==> config.mk <==
export PLATFORM = sky130hd
export DESIGN_NAME = pc_unit
export DESIGN_NICKNAME = d
export VERILOG_FILES = /design/src/rtl/pc_pkg.sv /design/src/rtl/pc_ras.sv /design/src/rtl/pc_unit.sv
export SDC_FILE = /design/constraint.sdc
export NUM_CORES = 1
export LEC_CHECK = 0
export ABC_AREA = 1
export BUFFER_PORTS_ARGS = -buffer_cell sky130_fd_sc_hd__buf_4
export CORE_ASPECT_RATIO = 0.7
export CORE_MARGIN = 1.5
export CORE_UTILIZATION = 58
export DETAILED_ROUTE_END_ITERATION = 6
export GPL_ROUTABILITY_DRIVEN = 0
export PLACE_DENSITY = 0.88
export SLEW_MARGIN = 15
export SYNTH_ARGS = -nofsm -noshare
export SYNTH_HDL_FRONTEND = slang
export SYNTH_SLANG_ARGS = --single-unit
==> constraint.sdc <==
create_clock -name clk -period 3.95 [get_ports clk]
set_input_delay 0 -clock clk [delete_from_list [all_inputs] [get_ports clk]]
set_output_delay 0 -clock clk [all_outputs]
set_load 0.02 [all_outputs]
==> src/rtl/pc_pkg.sv <==
// Shared types and default parameters for the IF-stage program-counter unit.
package pc_pkg;

  typedef enum logic [1:0] {
    PC_SEQ    = 2'd0,
    PC_BRANCH = 2'd1,
    PC_JUMP   = 2'd2,
    PC_RETURN = 2'd3
  } pc_sel_e;

  localparam int          PC_XLEN         = 32;
  localparam int          PC_INSTR_BYTES  = 4;
  localparam logic [31:0] PC_RESET_VECTOR = 32'h0000_0000;
  localparam logic [31:0] PC_TRAP_VECTOR  = 32'h0000_0100;
  localparam int          PC_RAS_DEPTH    = 4;

endpackage

==> src/rtl/pc_ras.sv <==
// Circular return-address stack: on a full push the oldest entry is overwritten,
// and a simultaneous pop+push replaces the top entry in place.
module pc_ras #(
  parameter  int XLEN      = 32,
  parameter  int RAS_DEPTH = 4,
  localparam int PW        = $clog2(RAS_DEPTH),
  localparam int CW        = PW + 1
) (
  input  logic            clk,
  input  logic            rst,
  input  logic            push,
  input  logic            pop,
  input  logic [XLEN-1:0] push_data,
  output logic [XLEN-1:0] top_data,
  output logic [CW-1:0]   count,
  output logic            empty,
  output logic            full
);

  localparam logic [CW-1:0] DEPTH_C = CW'(RAS_DEPTH);

  logic [XLEN-1:0] mem_r [RAS_DEPTH];
  logic [PW-1:0]   top_r;
  logic [PW-1:0]   top_nx_s;
  logic [PW-1:0]   wr_idx_s;
  logic            wr_en_s;
  logic [CW-1:0]   count_r;
  logic [CW-1:0]   count_nx_s;
  logic            empty_r;
  logic            full_r;
  logic            pop_ok_s;

  // Next pointer/count and write slot; pop-then-push lands on the current top.
  always_comb begin
    pop_ok_s   = pop && (count_r != {CW{1'b0}});
    top_nx_s   = top_r;
    count_nx_s = count_r;
    wr_en_s    = 1'b0;
    wr_idx_s   = top_r;
    case ({push, pop_ok_s})
      2'b10: begin
        top_nx_s = top_r + PW'(1'b1);
        wr_en_s  = 1'b1;
        wr_idx_s = top_r + PW'(1'b1);
        if (count_r != DEPTH_C) begin
          count_nx_s = count_r + CW'(1'b1);
        end else begin
          count_nx_s = count_r;
        end
      end
      2'b01: begin
        top_nx_s   = top_r - PW'(1'b1);
        count_nx_s = count_r - CW'(1'b1);
      end
      2'b11: begin
        wr_en_s  = 1'b1;
        wr_idx_s = top_r;
      end
      default: begin
        top_nx_s   = top_r;
        count_nx_s = count_r;
      end
    endcase
  end

  // Pointer, occupancy and registered status flags.
  always_ff @(posedge clk) begin
    if (rst) begin
      top_r   <= {PW{1'b0}};
      count_r <= {CW{1'b0}};
      empty_r <= 1'b1;
      full_r  <= 1'b0;
    end else begin
      top_r   <= top_nx_s;
      count_r <= count_nx_s;
      empty_r <= (count_nx_s == {CW{1'b0}});
      full_r  <= (count_nx_s == DEPTH_C);
    end
  end

  // Entry storage; contents are don't-care after reset, but a push in the reset cycle is dropped.
  always_ff @(posedge clk) begin
    if (wr_en_s && !rst) begin
      mem_r[wr_idx_s] <= push_data;
    end
  end

  assign top_data = mem_r[top_r];
  assign count    = count_r;
  assign empty    = empty_r;
  assign full     = full_r;

endmodule

==> src/rtl/pc_unit.sv <==
// Program-counter unit: next-PC select, trap/stall priority, return-address stack,
// and misaligned-redirect detection. All outputs come straight from registers.
module pc_unit
  import pc_pkg::*;
#(
  parameter  int              XLEN         = PC_XLEN,
  parameter  int              INSTR_BYTES  = PC_INSTR_BYTES,
  parameter  logic [XLEN-1:0] RESET_VECTOR = XLEN'(PC_RESET_VECTOR),
  parameter  logic [XLEN-1:0] TRAP_VECTOR  = XLEN'(PC_TRAP_VECTOR),
  parameter  int              RAS_DEPTH    = PC_RAS_DEPTH,
  localparam int              CW           = $clog2(RAS_DEPTH) + 1
) (
  input  logic            clk,
  input  logic            rst,
  input  logic            stall,
  input  logic            trap,
  input  pc_sel_e         pc_sel,
  input  logic [XLEN-1:0] branch_offset,
  input  logic [XLEN-1:0] jump_target,
  input  logic            call_push,
  output logic [XLEN-1:0] pc,
  output logic [CW-1:0]   ras_count,
  output logic            ras_empty,
  output logic            ras_full,
  output logic            ras_miss,
  output logic            misalign_err
);

  localparam logic [XLEN-1:0] STEP_C     = XLEN'(INSTR_BYTES);
  localparam logic [XLEN-1:0] ALIGN_MASK = XLEN'(INSTR_BYTES - 1);
  localparam logic [XLEN-1:0] BIT0_CLR   = {{(XLEN-1){1'b1}}, 1'b0};

  function automatic logic misaligned(input logic [XLEN-1:0] t);
    return (t & ALIGN_MASK) != {XLEN{1'b0}};
  endfunction

  logic [XLEN-1:0] pc_r;
  logic            miss_r;
  logic            mis_r;
  logic [XLEN-1:0] link_s;
  logic [XLEN-1:0] target_s;
  logic [XLEN-1:0] ras_top_s;
  logic            redirect_s;
  logic            sel_pop_s;
  logic            miss_s;
  logic            mis_s;
  logic            act_s;
  logic            pop_en_s;
  logic            push_en_s;

  // Next-PC target selection and event detection for the current pc_sel.
  always_comb begin
    link_s     = pc_r + STEP_C;
    target_s   = link_s;
    redirect_s = 1'b0;
    sel_pop_s  = 1'b0;
    miss_s     = 1'b0;
    case (pc_sel)
      PC_SEQ: begin
        target_s = link_s;
      end
      PC_BRANCH: begin
        target_s   = pc_r + branch_offset;
        redirect_s = 1'b1;
      end
      PC_JUMP: begin
        target_s   = jump_target & BIT0_CLR;
        redirect_s = 1'b1;
      end
      PC_RETURN: begin
        redirect_s = 1'b1;
        if (!ras_empty) begin
          target_s  = ras_top_s;
          sel_pop_s = 1'b1;
        end else begin
          target_s = jump_target & BIT0_CLR;
          miss_s   = 1'b1;
        end
      end
      default: begin
        target_s = link_s;
      end
    endcase
    mis_s     = redirect_s && misaligned(target_s);
    act_s     = !trap && !stall;
    pop_en_s  = act_s && sel_pop_s;
    push_en_s = act_s && call_push;
  end

  // PC and one-cycle event pulses; priority rst > trap > stall > pc_sel.
  always_ff @(posedge clk) begin
    if (rst) begin
      pc_r   <= RESET_VECTOR;
      miss_r <= 1'b0;
      mis_r  <= 1'b0;
    end else if (trap) begin
      pc_r   <= TRAP_VECTOR;
      miss_r <= 1'b0;
      mis_r  <= 1'b0;
    end else if (stall) begin
      pc_r   <= pc_r;
      miss_r <= 1'b0;
      mis_r  <= 1'b0;
    end else begin
      pc_r   <= mis_s ? TRAP_VECTOR : target_s;
      miss_r <= miss_s;
      mis_r  <= mis_s;
    end
  end

  pc_ras #(
    .XLEN      (XLEN),
    .RAS_DEPTH (RAS_DEPTH)
  ) u_ras (
    .clk       (clk),
    .rst       (rst),
    .push      (push_en_s),
    .pop       (pop_en_s),
    .push_data (link_s),
    .top_data  (ras_top_s),
    .count     (ras_count),
    .empty     (ras_empty),
    .full      (ras_full)
  );

  assign pc           = pc_r;
  assign ras_miss     = miss_r;
  assign misalign_err = mis_r;

endmodule

After elaboration in Yosys (flattened, before gate mapping)
Memory sizes are Yosys's and may differ from the RTL's. A register that Yosys moved wholly into a read port is not among the register bits.
Cells that the tools add are included.
{"block": "op_classes", "add_sub_neg": 6, "multipliers": 0, "div_mod_pow": 0, "magnitude_cmp": 0, "eq_ne": 9, "shifts": 0, "muxes": 18, "bitwise": 1, "reduce_logical": 19}
{"op": "32-bit one-hot mux with 4 select lines", "n": 1}
{"op": "32-bit two-way mux", "n": 2}
{"op": "32-bit by 3-bit adder with 32-bit output, second input constant", "n": 1}
{"op": "32-bit adder", "n": 1}
{"op": "32-bit nonzero test", "n": 1}
{"op": "9-bit two-way mux", "n": 2}
{"op": "2-bit equality test, second input constant", "n": 4}
{"op": "1-bit two-way mux", "n": 7}
{"op": "1-bit logical AND", "n": 6}
{"op": "2-bit two-way mux", "n": 3}
{"op": "3-bit one-hot mux with 2 select lines", "n": 1}
{"op": "3-bit OR reduction", "n": 2}
{"op": "2-bit by 1-bit equality test with 1-bit output, second input constant", "n": 2}
{"op": "2-bit one-hot mux with 2 select lines", "n": 1}
{"op": "2-bit OR reduction", "n": 2}
{"op": "4-bit OR reduction", "n": 1}
{"op": "3-bit by 1-bit adder with 3-bit output, second input constant", "n": 1}
{"op": "3-bit equality test, second input constant", "n": 1}
{"op": "1-bit zero test", "n": 3}
{"op": "3-bit zero test", "n": 1}
{"op": "3-bit two-way mux", "n": 1}
{"op": "3-bit != test, second input constant", "n": 1}
{"op": "3-bit nonzero test", "n": 1}
{"op": "3-bit by 1-bit subtractor with 3-bit output, second input constant", "n": 1}
{"op": "6 further kinds", "n": 6}
{"block": "totals", "regBits": 41, "latch_bits": 0, "mem_bits_rw": 128, "mem_bits_ro": 0, "inputBits": 71, "out_inout_bits": 39, "word_cells": 62, "memories": 1}
{"name": "u_ras.mem_r", "words": 4, "word_bits": 32, "rd": 1, "rd_ports_with_merged_regs": 1, "write_ports": 1, "line_no": "pc_ras.sv:22", "source": "logic [XLEN-1:0] mem_r [RAS_DEPTH];"}

Logic depth before layout (Yosys ltp)
{"block": "logic_depth", "depth_word": 10, "depth_mapped": 15, "ltp_nobuf": 15}

Hierarchy
Synthesis repeated with hierarchy kept, for this count alone.
{"block": "unflattened", "cells_unflattened": 1380, "hier_area_um2": 10450.0}
{"module": "pc_ras", "n_inst": 1, "cells_per_inst": 394, "area_per_inst_um2": 5245.0, "seq_area_each_um2": 4023.9}
{"module": "pc_unit", "n_inst": 1, "cells_per_inst": 986, "area_per_inst_um2": 5205.0, "seq_area_each_um2": 680.7}

Worst setup path after synthesis
OpenSTA, ideal clock, no wires.
{"block": "synth_timing", "path_type": "reg2reg", "from": "register u_ras.count_r[0], in the netlist u_ras.count[0]", "to": "memory u_ras.mem_r[0][0], enable pin", "setup_ps": 421, "arrival_ps": 3125, "t_required_ps": 3529, "slack_ps": 404, "stages_incl_launch_ff": 13, "n_path_buf": 0, "synth_period_minus_slack_ps": 3546, "cell_sequence": "dfxtp_1 inv_1 ha_1 inv_1 nor2_1 nor3_1 inv_1 ha_1 inv_1 nand2_1 o21ai_0 inv_1 nor2_1"}
{"block": "synth_via", "elab_chain_len": 8, "elab_cells_between_ends": 10, "classes_between": "eq/ne (2); mux (4); reduce/logical (4)"}
{"item": "start, declared", "line_no": "pc_ras.sv:27", "source": "logic [CW-1:0] count_r;"}
{"item": "start signal, assigned", "line_no": "pc_ras.sv:70", "source": "count_r <= {CW{1'b0}};"}
{"item": "start signal, assigned", "line_no": "pc_ras.sv:75", "source": "count_r <= count_nx_s;"}
{"item": "3-bit nonzero test *", "line_no": "pc_ras.sv:35", "source": "pop_ok_s = pop && (count_r != {CW{1'b0}});"}
{"item": "1-bit logical AND *", "line_no": "pc_ras.sv:35"}
{"item": "2-bit equality test", "line_no": "pc_ras.sv:40", "source": "case ({push, pop_ok_s})"}
{"item": "2-bit OR reduction (no line)"}
{"item": "1-bit two-way mux", "line_no": "pc_ras.sv:40"}
{"item": "1-bit logical AND", "line_no": "pc_ras.sv:83", "source": "if (wr_en_s && !rst) begin"}
{"item": "1-bit two-way mux", "line_no": "pc_ras.sv:83"}
{"item": "1-bit two-way mux (not written as such)", "line_no": "pc_ras.sv:84", "source": "mem_r[wr_idx_s] <= push_data;"}
{"item": "end, declared", "line_no": "pc_ras.sv:22"}
Mark *: on every way between the ends. The rest lies on a longest branch, timed or not.

Worst setup path in the final report
{"block": "layout_timing", "from": "register u_ras.count_r[0], in the netlist u_ras.count[0]", "to": "memory u_ras.mem_r[3][16], enable pin"}
The elaborated chain is that of the path after synthesis.

==> run_results.csv <==
group,metric,value,unit
outcome,outcome,"finished clean",
floorplanning,start_util,0.5911,
worst_setup_path,endpoint_kind,"flip-flop",
synthesis,ys.flop_type,"edfxtp_1",
power_and_ir_drop,clock_power_share,0.401,
clock_tree,cts_hold_buf,12,
power_and_ir_drop,p_per_area,340.9,mW/mm²
sta,setup_viol_count_final,0,
global_routing,gr-usage-all-layers,0.3340,
power_and_ir_drop,swShare,0.2770,
synthesis,async_flop_share,0,
finish,syn_to_final_growth,16.41,%
worst_setup_path,path_delay_family,"buffers and inverters",
global_routing,grt_pass1_wl,48.49,mm
worst_setup_path,path_buf_inv,5,
route,wl_per_cell,17.56,µm
sta,whs,0.02777,ns
power_and_ir_drop,vdd_drop_max,0.0003101,V
floorplanning,fp.dieH,116.2,µm
floorplanning,dieArea,0.01913,mm²
synthesis,synth_edf_count,128,
power_and_ir_drop,p_leak,5.789,nW
synthesis,yosysSeqAreaShare,0.4432,
route,dr.first_iter.drc_count,1439,
sta,tns,0,ns
sta,relSlewSlack,0.2023,
synthesis,ys_top_cells_by_area,"edfxtp_1 36%, nand2_1 15%, dfxtp_1 8.1%",
route,dr_total_vias,10380,
worst_setup_path,critPathLaunch,"u_ras.count[0]",
global_routing,grt_overflow,0,
floorplanning,ioPinCount,110,
worst_setup_path,timing_worst_setup_path_type,"reg -> reg",
synthesis,synthCells,1435,
worst_setup_path,slowest_stage,"buf_4",
power_and_ir_drop,internal_power,3.046,mW
sta,skew,0.01091,ns
route,wl,31.44,mm
worst_setup_path,crit_chain,"inv_1 > ha_1 > inv_1 > nor2_1 > nor3_1 > inv_1 > ha_1 > inv_1 > o21ai_0 > nor2_2 > buf_4",
worst_setup_path,path_max_fanout,30,
global_routing,antenna_found_initial,0,
synthesis,ys_ff_latch,171,
sta,hold_viol,0,
clock_tree,cts_buffers,17,
global_routing,grt_pass1_vias,9294,
finish,drive_gt1_frac,0.1281,
floorplanning,die_x,164.7,µm
clock_tree,h-tree-depth,4,
synthesis,synth_cell_type_count,43,
clock_tree,cts_buffer_depth,2,
flow_run,maxCapViolations,0,
power_and_ir_drop,p_seq_frac,0.466,
finish,fin_util,0.6882,
place,place_hpwl,22.04,mm
synthesis,synth_most_common_cell,"nand2_1",
finish,stdcell_count,1790,
clock_tree,cts.sinks,171,
sta,period_share,0.7355,
worst_setup_path,crit_path_frequent_cell,"inv_1",
route,ant_nets,0,
synthesis,yosysWarnings,0,
floorplanning,rows,41,
sta,rsz0062_at_grt,"no",
clock_tree,clkTransAtPathRegs,0.08,ns
clock_tree,cts_resized,0,
synthesis,synth_nets,1544,
route,drc,0,
worst_setup_path,cpPeakStageDelay,0.46,ns
synthesis,yosys.area.top_type,"edfxtp_1",
power_and_ir_drop,combPwrFrac,0.133,
route,dr.pass1.iters,7,
worst_setup_path,required,4.02,ns
min_path,hp-class,"in -> reg",
sta,tightest_slew,1.195,ns
finish,diodes,0,
sta,fmax,344.2,MHz
finish,nets,1650,
synthesis,mappedNetlistArea,0.01061,mm²
place,portBuffers,108,
min_path,hp-start,"jump_target[9]",
worst_setup_path,worstPathArrival,2.97,ns
clock_tree,insertion_delay,0.43,ns
worst_setup_path,start_kind,"flip-flop",
sta,maxSlewViolCount,0,
global_routing,grt_max_degree,62,
sta,fin_crit,2.905,ns
synthesis,syn_area_per_cell,7.396,µm²
clock_tree,cts_tree,"done",
place,dp_cells,1746,
floorplanning,design.core.area,0.01795,mm²
clock_tree,cts-root-buf,"clkbuf_16",
worst_setup_path,reg2reg_from,"u_ras.count[0]",
power_and_ir_drop,p_sw,1.167,mW
synthesis,ys_top_cells_by_count,"414 x nand2_1, 205 x inv_1, 166 x nor2_1, 128 x edfxtp_1, 99 x a21oi_1",
clock_tree,post-cts-setup-buffers,0,
synthesis,synth_top_area_share,0.3621,
route,vias_per_cell,5.796,
[placed cells by master (no fill, tap or decap), drive strengths merged, types with 4 or more instances in the layout]
cell         instances
nand2              420
inv                221
nor2               176
edfxtp             128
buf                120
a21oi              103
nand3               80
o21ai               77
dfxtp               43
ha                  37
o22ai               23
xor2                19
clkbuf              17
nor3                16
dlygate4sd3         12
nand4               10
or2                  9
nand3b               6
o32ai                6
clkinv               5
o211ai               4
xnor2                4
[path summary, 6_finish.rpt]
| path | cells past startpoint | slack (ns) | end |
|---|---|---|---|
| setup / recovery | 11 | 1.04 | u_ras.mem_r[3][16] |
| hold / removal | 5 | 0.03 | pc[9] |
| setup reg to reg | 11 | 1.04 | u_ras.mem_r[3][16] |
| hold reg to reg | 1 | 0.54 | flip-flop |
[area by class of cell]
cell class                 count  area (µm²)
sequential                   171        4706
multi-input combinational   1006        4940
inverter                     213       799.5
clock buffer                  17       425.4
tap                          236       295.3
timing repair buffer         132        1021
fill                        1420        5599
clock inverter                15       168.9
[registers in the layout (all words and copies together), names as in the netlist, named ones only]
register and cells:
misalign_err 1, pc 32, ras_miss 1, u_ras.count 3, u_ras.empty 1, u_ras.full 1, u_ras.mem_r 128, u_ras.top_r 2
[logic make-up (layout without fill, tap and decap cells)]
kind of cell    Yosys count  count (layout)  share of synthesized area
xor+xnor                 23              23                    0.01969
flops                   171             171                     0.4432
compound gates          227             227                     0.1174
simple gates            718             718                     0.2806
buf+inv                 258             377                    0.09360
fa+ha+maj                38              38                    0.04550
[stage by stage]
stage	cell area [µm²]	power, mW	setup WS, ns
4_1_cts	12360	4.196	1.067
3_3_place_gp	11640	2.518	1.251
3_5_place_dp	11640	2.533	1.182
5_1_grt	12360	4.339	0.7702
6_report	12360	4.213	1.045
2_1_floorplan	10610	2.339	0.4040
[tightest hold or removal path, cell delays in order]
cell and delay, ns:
buf_4 0.09, a21oi_1 0.08, nand3_1 0.08, nand2_1 0.05, a21oi_1 0.12
[layer usage]
layer	track usage	wire, µm	vias up
li1	-	-	4880
met1	0.4732	13020	4651
met2	0.5134	13490	745
met3	0.07280	3936	99
met4	0.1081	992	0
met5	0	0	-
[power by group through the flow]
stage | registers, mW | logic, mW | clock network, mW
detailed placement | 2.00 | 0.532 | 0
CTS | 1.96 | 0.547 | 1.69
global placement | 2.00 | 0.518 | 0
floorplan | 2.01 | 0.333 | 0
finish | 1.96 | 0.561 | 1.69
global route | 1.96 | 0.613 | 1.76
Power figures use the tool's default switching activity.
